===== src/rtl/v_hier_pkg.sv =====
// Shared types and constants for the hierarchy vector driver.
// Vector width, state encoding and expected-response mapping.
package v_hier_pkg;

  localparam int VEC_W = 4;
  localparam logic [VEC_W-1:0] EXP_MASK = 4'hF;

  typedef enum logic [2:0] {
    ST_IDLE,
    ST_DRIVE,
    ST_WAIT,
    ST_CHECK,
    ST_DONE
  } state_e;

  function automatic logic [VEC_W-1:0] exp_rsp(
    input logic [VEC_W-1:0] v
  );
    return v ^ EXP_MASK;
  endfunction

endpackage


===== src/rtl/v_hier_chk.sv =====
// Compare-and-count: registers the response, counts mismatches
// and timeouts with saturation, keeps a sticky timeout flag.
module v_hier_chk
  import v_hier_pkg::*;
(
  input  logic             clk,
  input  logic             rst,
  input  logic             clr_i,
  input  logic             cap_i,
  input  logic             to_i,
  input  logic             chk_i,
  input  logic [VEC_W-1:0] rsp_i,
  input  logic [VEC_W-1:0] exp_i,
  output logic [7:0]       err_cnt_o,
  output logic             timeout_o
);

  logic [VEC_W-1:0] rsp_q;
  logic             hit_q;
  logic [7:0]       err_q, err_d;
  logic             to_q;
  logic             inc;

  // One increment per vector: either its timeout or its mismatch.
  always_comb begin
    inc   = to_i | (chk_i & hit_q & (rsp_q != exp_i));
    err_d = err_q;
    if (inc && (err_q != 8'hFF)) begin
      err_d = err_q + 8'd1;
    end
  end

  // Response capture, counters and sticky timeout.
  always_ff @(posedge clk) begin
    if (rst) begin
      rsp_q <= '0;
      hit_q <= 1'b0;
      err_q <= '0;
      to_q  <= 1'b0;
    end else if (clr_i) begin
      hit_q <= 1'b0;
      err_q <= '0;
      to_q  <= 1'b0;
    end else begin
      if (cap_i) begin
        rsp_q <= rsp_i;
        hit_q <= 1'b1;
      end
      if (to_i) begin
        hit_q <= 1'b0;
      end
      err_q <= err_d;
      to_q  <= to_q | to_i;
    end
  end

  assign err_cnt_o = err_q;
  assign timeout_o = to_q;

endmodule


===== src/rtl/v_hier_drv.sv =====
// Initiator-side vector driver: issues request vectors,
// waits for responses and hands them to the checker.
module v_hier_drv
  import v_hier_pkg::*;
#(
  parameter int NUM_VEC = 16,
  parameter int TIMEOUT = 8
) (
  input  logic             clk,
  input  logic             rst,
  input  logic             start,
  input  logic [VEC_W-1:0] seed,
  output logic [VEC_W-1:0] avec,
  output logic             avec_vld,
  input  logic [VEC_W-1:0] qvec,
  input  logic             qvec_vld,
  output logic             busy,
  output logic             done,
  output logic [7:0]       err_cnt,
  output logic             timeout
);

  localparam logic [7:0] TO_L = 8'(TIMEOUT);
  localparam logic [8:0] NV_L = 9'(NUM_VEC);

  state_e           state_q, state_d;
  logic [VEC_W-1:0] vec_q, vec_d;
  logic [VEC_W-1:0] avec_q, avec_d;
  logic [8:0]       idx_q, idx_d;
  logic [7:0]       wcnt_q, wcnt_d;
  logic             clr, cap, to_ev, chk;

  // Next-state and control strobes for the run sequencer.
  always_comb begin
    state_d = state_q;
    vec_d   = vec_q;
    avec_d  = avec_q;
    idx_d   = idx_q;
    wcnt_d  = wcnt_q;
    clr     = 1'b0;
    cap     = 1'b0;
    to_ev   = 1'b0;
    chk     = 1'b0;
    unique case (state_q)
      ST_IDLE: begin
        if (start) begin
          vec_d   = seed;
          idx_d   = '0;
          clr     = 1'b1;
          state_d = ST_DRIVE;
        end
      end
      ST_DRIVE: begin
        avec_d  = vec_q;
        wcnt_d  = '0;
        state_d = ST_WAIT;
      end
      ST_WAIT: begin
        if (qvec_vld) begin
          cap     = 1'b1;
          state_d = ST_CHECK;
        end else begin
          wcnt_d = wcnt_q + 8'd1;
          if (wcnt_d == TO_L) begin
            to_ev   = 1'b1;
            state_d = ST_CHECK;
          end
        end
      end
      ST_CHECK: begin
        chk   = 1'b1;
        vec_d = vec_q + 4'd1;
        idx_d = idx_q + 9'd1;
        if (idx_d == NV_L) begin
          state_d = ST_DONE;
        end else begin
          state_d = ST_DRIVE;
        end
      end
      ST_DONE: begin
        state_d = ST_IDLE;
      end
      default: begin
        state_d = ST_IDLE;
      end
    endcase
  end

  // Sequencer state, vector, index and wait counters.
  always_ff @(posedge clk) begin
    if (rst) begin
      state_q <= ST_IDLE;
      vec_q   <= '0;
      avec_q  <= '0;
      idx_q   <= '0;
      wcnt_q  <= '0;
    end else begin
      state_q <= state_d;
      vec_q   <= vec_d;
      avec_q  <= avec_d;
      idx_q   <= idx_d;
      wcnt_q  <= wcnt_d;
    end
  end

  assign avec_vld = (state_q == ST_DRIVE);
  assign avec     = avec_vld ? vec_q : avec_q;
  assign busy     = (state_q != ST_IDLE);
  assign done     = (state_q == ST_DONE);

  v_hier_chk u_chk (
    .clk       (clk),
    .rst       (rst),
    .clr_i     (clr),
    .cap_i     (cap),
    .to_i      (to_ev),
    .chk_i     (chk),
    .rsp_i     (qvec),
    .exp_i     (exp_rsp(vec_q)),
    .err_cnt_o (err_cnt),
    .timeout_o (timeout)
  );

endmodule


===== config.mk =====
export PLATFORM = sky130hd
export DESIGN_NAME = v_hier_drv
export DESIGN_NICKNAME = d
export VERILOG_FILES = /design/src/rtl/v_hier_pkg.sv /design/src/rtl/v_hier_chk.sv /design/src/rtl/v_hier_drv.sv
export SDC_FILE = /design/constraint.sdc
export NUM_CORES = 1
export LEC_CHECK = 0
export ABC_AREA = 1
export CORE_MARGIN = 10
export CORE_UTILIZATION = 44
export CTS_BUF_LIST = sky130_fd_sc_hd__clkbuf_8
export DETAILED_ROUTE_END_ITERATION = 10
export HOLD_SLACK_MARGIN = 0.03
export MAX_ROUTING_LAYER = met4
export PLACE_DENSITY_LB_ADDON = 0.05
export SLEW_MARGIN = 0
export SYNTH_ARGS = -nofsm -noshare
export SYNTH_HDL_FRONTEND = slang
export SYNTH_SLANG_ARGS = --single-unit

===== constraint.sdc =====
create_clock -name clk -period 1.9 [get_ports clk]
set_input_delay 0.38 -clock clk [delete_from_list [all_inputs] [get_ports clk]]
set_output_delay 0.38 -clock clk [all_outputs]
set_load 0.05 [all_outputs]

==> summary.md <==
| Metric | Value |
|---|---|
| Status | completed |
| Crit path launch type | flip-flop |
| Clk sinks | 42 |
| Avg Cell Area, Syn | 7.25 um^2 |
| Final Power | 2480 uW |
| CTS buffer count | 5 |
| Pre-CTS setup slack | 0.186 ns |
| RSZ-0062 raised after global routing | yes |
| Root Driver | clkbuf_8 |
| Top-count cell post-synth | nand2_1 |
| Hold Buf Count CTS | 0 |
| Yosys Warn Count | 0 |
| Worst vdd ir | 949 uV |
| Maximum number of pins on one net before global-route repair | 26 |
| Top_reg_cell synth | dfxtp_1 |
| Die ar. | around 8300 um^2 |
| Max-cap violations | 0 |
| Worst reg2reg endpoint | u_chk.err_cnt_o[2] |
| R2R Setup Slk | 0.18 ns |
| Endpoint class of the critical path | output pin |
| DRT Pass-1 Iters | 4 |
| Netlist cell types | 36 |
| Final Cycle Share | 0.967 |
| Vias in the first global route | 1957 |
| Setup crit start | state_q[2] |
| Crit path time final | 1.84 ns |
| Mux contribution to synthesized area | 0 |
| Hold Slack | 0.452 ns |
| Number of remaining DRC errors | 0 |
| End point of the critical path | avec[3] |
| Final Max Slew Viols | 0 |
| Slew HR | 0.655 |
| DR WL/cell | 11.8 um |
| Critical setup path kind | flip-flop to output pin |
| First-pass GRT wire length | 8570 um |
| Share of cells above drive strength 1 | 0.193 |
| Maximum fanout along the worst path | 9 |
| Sum Neg Setup Slack | 0 ns |
| Final clock skew | roughly 0.0051 ns |
| Final setup fails | 0 |
| Area added between synthesis and finish | 25.6% |
| Vias post-DR | approximately 2000 |
| Worst R2R Path Depth | 11 |
| Port Buf Inserts | 27 |
| Slew @ Worst Pin | about 0.52 ns |
| GP Congestion | about 0.82 |
| Final Hold Vio Count | 0 |
| Post-DP HPWL | between 3000 and 4000 um |
| Clock transition at the registers of the reported paths | 0.08 ns |
| Area contributors post-synth | dfxtp_1 38%, nand2_1 11%, a21oi_1 8.0% |
| Total gr overflow | 0 |
| Final antenna-violating net count | 0 |
| Asr flop ratio synth | 0 |
| Top post-synthesis cells by count | 67 x nand2_1, 42 x dfxtp_1, 36 x a21oi_1, 35 x inv_1, 30 x nand3_1 |
| Clk_lat worst skew | 0.30 ns |
| Die extent in x | 91.3 um |
| Final WL | 4890 um |
| PnR worst setup slack | about 0.063 ns |
| Fin nets | 363 |
| Syn Inst Count | 309 |
| Syn nets | approximately 330 |
| DR iter-0 viols | 63 |
| Share of Yosys cell area claimed by the top area cell type | 0.375 |
| Dominant cell type by area after synthesis | dfxtp_1 |
| Clock Tree Buf Depth | 2 |
| Starting Density | 0.465 |
| Sequential area share after synthesis | 0.375 |
| Max frequency | 544 MHz |
| R2R Path Start | wcnt_q[0] |
| Tightest Hold Check Type | flip-flop to flip-flop |
| Core Region | 4820 um^2 |
| Row count | 25 |
| Post-synthesis compound-gate area fraction | 0.145 |
| # diodes | 0 |
| Pleak | 0.00114 uW |
| Fill cell count | 479 |
| GRT Total Usage | 0.124 |
| Post-synth EDFFs | 0 |
| Post-synthesis xor/xnor area fraction | 0.0587 |
| Die Height | 91.3 um |
| CTS tree | done |
| Main combinational cell family by area after synthesis | simple AND/OR/NAND/NOR gates |
| WP data required | 1.52 ns |
| Antenna violations before repair | 0 |
| Number of I/O pins | 28 |
| WP data arrival | 1.46 ns |
| H-tree depth | 2 |
| Synth Area in Simple Gates | 0.321 |
| Pwr per Cell Area | roughly 880 nW/um^2 |
| DR vias/cell | 4.88 |
| Post-Synthesis Cell Area | 2240 um^2 |
| Adder-Cell Fraction of Synth Area | 0.0223 |
| Flop and latch count out of synthesis | between 40 and 50 |
[critical path, stage by stage (launching register included)]
cell and delay [ns]:
dfxtp_2 0.36, nor3_2 0.19, buf_6 0.15, or2_2 0.10, inv_1 0.05, a21oi_2 0.15, buf_12 0.15
[final cells by class]
cell class              instances  area (um^2)  area share
multi-input cells             221         1250       0.443
flip-flops and latches         42          846       0.301
repair buffers                 36          392       0.139
inverters                      41          154      0.0547
well taps                      67         83.8      0.0298
clock buffers                   6         82.6      0.0293
clock inverters                 2         8.76     0.00311
[state kept, by name, summed over array words and instances (netlist names)]
| name | cells |
|---|---|
| avec_q | 4 |
| state_q | 3 |
| u_chk.err_cnt_o | 8 |
| idx_q | 9 |
| u_chk.timeout_o | 1 |
| u_chk.rsp_q | 4 |
| vec_q | 4 |
| wcnt_q | 8 |
| u_chk.hit_q | 1 |
[power by group]
group / total [uW] / switching (uW) / internal, uW / leakage (uW)
logic: 896 / 519 / 377 / 0.000742
clock network: 597 / 309 / 288 / 0.0000524
registers: 986 / 46.5 / 939 / 0.000342
total: 2480 / 874 / 1600 / 0.00114
[cells by family (layout without fill, tap and decap cells)]
kind of cell / count (synthesis) / after routing
DFF: 42 / 42
xor gates and xnor gates: 15 / 15
adders and majority gates: 4 / 4
and+or+nand+nor: 144 / 144
AOI/OAI and AO/OA: 58 / 58
buffers and inverters: 46 / 85
[what timing repair did]
item,CTS,global route
endpoints found under the setup margin,4,4
buffers inserted,0,2
resized for setup,6,2
pin swaps,0,0
[cells in the final DEF (no fill, tap or decap), drive strengths merged, types with 2 or more instances in the layout]
master / Yosys / final
nand2: 76 / 76
dfxtp: 42 / 42
inv: 39 / 40
a21oi: 36 / 36
nand3: 31 / 31
buf: 1 / 24
nor2: 21 / 21
xor2: 14 / 14
clkdlybuf4s50: 0 / 12
o21ai: 10 / 10
clkbuf: 4 / 6
a211oi: 5 / 5
nor3: 5 / 5
ha: 4 / 4
or2: 4 / 4
nand4: 4 / 4
a31oi: 3 / 3
clkinv: 2 / 3
o21bai: 2 / 2
o22ai: 2 / 2
[routing by layer]
layer / vias to the layer above / routed length, um / track usage / share of wire
met3: 5 / 179 / 0.0296 / 0.037
met4: 0 / 51 / 0.0405 / 0.010
met1: 901 / 2420 / 0.153 / 0.50
met2: 30 / 2230 / 0.195 / 0.46
li1: 1089 / - / - / -
met5: - / 0 / - / 0
[per-stage QoR]
stage,instances,utilization,instance area (um^2)
2_1_floorplan,309,-,2250
3_3_place_gp,405,0.558,2690
3_5_place_dp,405,0.558,2690
4_1_cts,413,0.581,2800
5_1_grt,415,0.584,2810
6_report,415,0.584,2810
[worst min-delay path by stage]
stage	start	end	slack, ns	cells past startpoint
3_5_place_dp	u_chk.timeout_o	u_chk.timeout_o	0.44	2
3_3_place_gp	u_chk.timeout_o	u_chk.timeout_o	0.45	2
4_1_cts	u_chk.timeout_o	u_chk.timeout_o	0.45	2
2_1_floorplan	idx_q[0]	idx_q[0]	0.45	1
6_report	u_chk.timeout_o	u_chk.timeout_o	0.45	2
5_1_grt	u_chk.timeout_o	u_chk.timeout_o	0.49	2
Power figures use the tool's default switching activity.
==> RTL edit 1: new RTL, same settings <==
Make the reset (`rst`) asynchronous in 2 clocked blocks.
--- a/src/rtl/v_hier_chk.sv
+++ b/src/rtl/v_hier_chk.sv
@@ -31,7 +31,7 @@
   end
 
   // Response capture, counters and sticky timeout.
-  always_ff @(posedge clk) begin
+  always_ff @(posedge clk or posedge rst) begin
     if (rst) begin
       rsp_q <= '0;
       hit_q <= 1'b0;
--- a/src/rtl/v_hier_drv.sv
+++ b/src/rtl/v_hier_drv.sv
@@ -87,7 +87,7 @@
   end
 
   // Sequencer state, vector, index and wait counters.
-  always_ff @(posedge clk) begin
+  always_ff @(posedge clk or posedge rst) begin
     if (rst) begin
       state_q <= ST_IDLE;
       vec_q   <= '0;
Behaviour: differs if rst is asserted again (counterexample within 4 cycles, from zero or initial values and one cycle with rst high); with rst held inactive, the same outputs for 10 cycles.
==> RTL edit 1 against the unedited design <==
  * Cell area increased by 1.6%
  * Critical path type unchanged
  * Sequential cell count stayed put
  * Routed wire length up 6.1%
  * Worst setup slack got worse by 0.044 ns
  * Final cell count is 11% lower
  * Core utilization grew 0.91 points
  * Highest routed layer unchanged
  * Area after synthesis fell by 1.1%
  * Critical path depth fell by 1
  * Clock skew increased by 0.0024 ns
  * Register-to-register slack got worse by 0.07 ns
Power is not compared: it rests on default switching activity, and its combinational part moved more than twofold at a synthesized area within 25%.
==> RTL edit 1: results (changes against the unedited design) <==
Yosys
  • Synth Area in XOR/XNOR: 5.534% (was 5.866%)
  • Distinct cell type count after synthesis: 31 (was 36)
  • Synth top cells by count: 59 x nand2_1, 42 x dfrtp_1, 30 x inv_1 (was 67 x nand2_1, 42 x dfxtp_1, 36 x a21oi_1)
  • Post-synthesis cell count: 262 (was 309)
  • Compound-Gate Fraction of Synth Area: 9.486% (was 14.53%)
  • Sequential area share after synthesis: 47.43% (was 37.54%)

Cells and area
  • Filler cell count: 462 (was 479)
  • Inverters: 32 (was 41)
  • Sequential share of cell area: 36.87% (was 30.06%)
  • Share of layout cells above drive strength 1: 19.80% (was 19.25%)
  • Nets: 320 (was 363)

Global routing
  • First-pass GRT wire length: 8797 µm (was 8569 µm)
  • Met1 Use GR: 17.58% (was 15.26%)
  • Routing usage on met3: 3.045% (was 2.963%)
  • Total Routing Usage GR: 13.05% (was 12.41%)

Critical path
  • Max stage delay cell, worst path: dfrtp_2 (was dfxtp_2)
  • CP Data Arrival Time: 1.50 ns (was 1.46 ns)

Routing
  • DR iter-0 viols: 133 (was 63)
  • Total Wirelength: 5183 µm (was 4885 µm)
  • WL met3: 172 µm (was 179 µm)

Clock network
  • Post-CTS Repair Setup Buffers: 1 (was 0)

Status
  • Status: finished clean (unchanged)

Floorplanning
  • Die Wd: 90.97 µm (was 91.35 µm)

Placement
  • Inst Count DP: 357 (was 405)

Worst hold path
  • HP Class: in2async (was reg2reg)
[RTL edit 1: cell count changes in the layout (fill, tap and decap cells not counted), sizes merged, moves of 9 or more]
cell	change
dfrtp	+42
dfxtp	-42
a21oi	-32
nand2	-13
o21ai	+10
nand4	+9
[RTL edit 1: final timing paths]
check,start,end,slack [ns]
min in group clk,idx_q[0]$_DFFE_PP0P_,idx_q[0]$_DFFE_PP0P_,0.51
hold reg to reg,idx_q[0]$_DFFE_PP0P_,idx_q[0]$_DFFE_PP0P_,0.51
max in group asynchronous,rst,wcnt_q[0]$_DFFE_PP0P_,1.25
hold / removal,rst,wcnt_q[4]$_DFFE_PP0P_,0.44
setup / recovery,state_q[2]$_DFFE_PP0P_,avec[1],0.02
setup reg to reg,wcnt_q[0]$_DFFE_PP0P_,u_chk.err_cnt_o[7]$_DFFE_PP0P_,0.11
==> RTL edit 2: new RTL, config.mk and constraints unchanged <==
Without the edit above. Set the package constant `VEC_W` to 6 (it was 4).
--- a/src/rtl/v_hier_pkg.sv
+++ b/src/rtl/v_hier_pkg.sv
@@ -2,7 +2,7 @@
 // Vector width, state encoding and expected-response mapping.
 package v_hier_pkg;
 
-  localparam int VEC_W = 4;
+  localparam int VEC_W = 6;
   localparam logic [VEC_W-1:0] EXP_MASK = 4'hF;
 
   typedef enum logic [2:0] {
Ports: changed (resized avec, qvec and seed); port bits go from 28 to 34. No check against the original RTL was run, so the function may have changed too.
==> RTL edit 2 against the unedited design <==
  * The run now ends with setup timing left
  * Area after synthesis rose by 12%
  * Total power rose by 4.3%
  * Worst setup slack got worse by 0.072 ns
  * Sequential cell count rose by 6
  * Routed wire length rose by 24%
  * First-iteration DRC count rose by 40%
  * Cell area rose by 18%
  * Clock skew rose by 0.00067 ns
  * Hold slack improved by 0.0043 ns
  * Critical endpoint is now avec[5]
  * Largest power group unchanged
==> RTL edit 2: results (changes against the unedited design) <==
STA
  • Slew Limit Headroom: 66.87% (was 65.49%)
  • Final setup viols: 1 (was 0)
  • Fin Clk Skew: 0.005792 ns (was 0.005125 ns)
  • Worst Setup Slack, final: -0.009187 ns (was 0.06254 ns)
  • Worst hold slack: 0.4561 ns (was 0.4518 ns)
  • Setup TNS: -0.009187 ns (was 0 ns)

Global routing
  • Routing usage on met3: 3.221% (was 2.963%)
  • GR Util met2: 23.70% (was 19.51%)
  • Total Routing Usage GR: 14.44% (was 12.41%)
  • First-pass GRT wire length: 10,460 µm (was 8569 µm)
  • Vias in the first global route: 2,322 (was 1,957)

Placement
  • Half-perimeter wire length after placement: 4476 µm (was 3667 µm)
  • Inst Count DP: 459 (was 405)
  • Buffers on Ports: 33 (was 27)
  • Worst slack, placed: 0.1057 ns (was 0.1857 ns)
  • Area after DPL: 3102 µm² (was 2689 µm²)

Cells and area
  • Nets: 422 (was 363)
  • Filler cell count: 528 (was 479)
  • Multi-input logic area: 1431 µm² (was 1247 µm²)
  • Share of layout cells above drive strength 1: 20.40% (was 19.25%)
  • Non-Clock Buffer Count: 54 (was 36)
  • Sequential share of cell area: 28.98% (was 30.06%)
  • Final clock-cell share: 2.703% (was 3.246%)
  • Final std cells w/o fill: 474 (was 415)
  • Multi-In Gates: 248 (was 221)

Power and ir drop
  • P per Cell Area: 775.8 nW/µm² (was 880.8 nW/µm²)
  • Net Sw Power: 0.8472 mW (was 0.8744 mW)
  • Leakage: 1.370 nW (was 1.137 nW)
  • Worst vdd ir: 0.4910 mV (was 0.9493 mV)

Status
  • Status: finished, violations left (was finished clean)
  • Failing checks: setup timing

Routing
  • Vias per inst: 4.918 (was 4.880)
  • Wire per inst: 12.78 µm (was 11.77 µm)
  • DR iter-0 viols: 88 (was 63)

Yosys
  • Syn nets: 369 (was 325)
  • Sequential area share after synthesis: 38.17% (was 37.54%)
  • Adder-Cell Fraction of Synth Area: 2.485% (was 2.235%)
  • Ranking of synthesized cells by area: dfxtp_1 38%, nand2_1 9.8%, a21oi_1 8.2%, inv_1 6.0%, nand3_1 5.0% (was dfxtp_1 38%, nand2_1 11%, a21oi_1 8.0%, nand3_1 6.7%, inv_1 5.9%)
  • Synth top cells by count: 66 x nand2_1, 48 x dfxtp_1, 41 x a21oi_1 (was 67 x nand2_1, 42 x dfxtp_1, 36 x a21oi_1)
  • Post-synth design cell area: 2517 µm² (was 2240 µm²)
  • Post-synthesis cell count: 348 (was 309)

Critical path
  • Worst setup path end: avec[5] (was avec[3])
  • CP Max Fanout: 10 (was 9)
  • Family with the most delay on the worst path: buffers and inverters (was flip-flops)
  • R2r startpoint: wcnt_q[1]$_SDFFE_PP0P_ (was wcnt_q[0]$_SDFFE_PP0P_)
  • R2R setup slack: 0.22 ns (was 0.18 ns)
  • Worst setup path start: state_q[1]$_SDFFE_PP0P_ (was state_q[2]$_SDFFE_PP0P_)
  • R2R depth: 10 (was 11)
## RTL edit 2: cell count changes after synthesis, sizes merged, moves of 3 or more
cell,change
buf,+3
nand2,-3
nor2,+15
o21ai,+5
nor3,+3
dfxtp,+6
a21oi,+5
nand3,-5
inv,+5
## RTL edit 2: power by group through the flow
stage | logic (mW) | registers [mW] | clock network [mW]
2_1_floorplan | 0.413 | 1.12 | 0
3_3_place_gp | 0.746 | 1.12 | 0
3_5_place_dp | 0.753 | 1.13 | 0
4_1_cts | 0.841 | 1.11 | 0.661
5_1_grt | 0.921 | 1.11 | 0.690
6_report | 0.855 | 1.11 | 0.626
## RTL edit 2: per-layer routing
metal | vias up | routed length [µm]
li1 | 1246 | -
met1 | 1048 | 2848
met2 | 28 | 2910
met3 | 9 | 204
met4 | 0 | 92
met5 | - | 0
## RTL edit 2: timing repair
action / CTS / global route
buffers inserted: 5 / 1
pin swaps: 1 / 1
resized for setup: 15 / 4
endpoints found under the setup margin: 6 / 11
cloned: 1 / 0
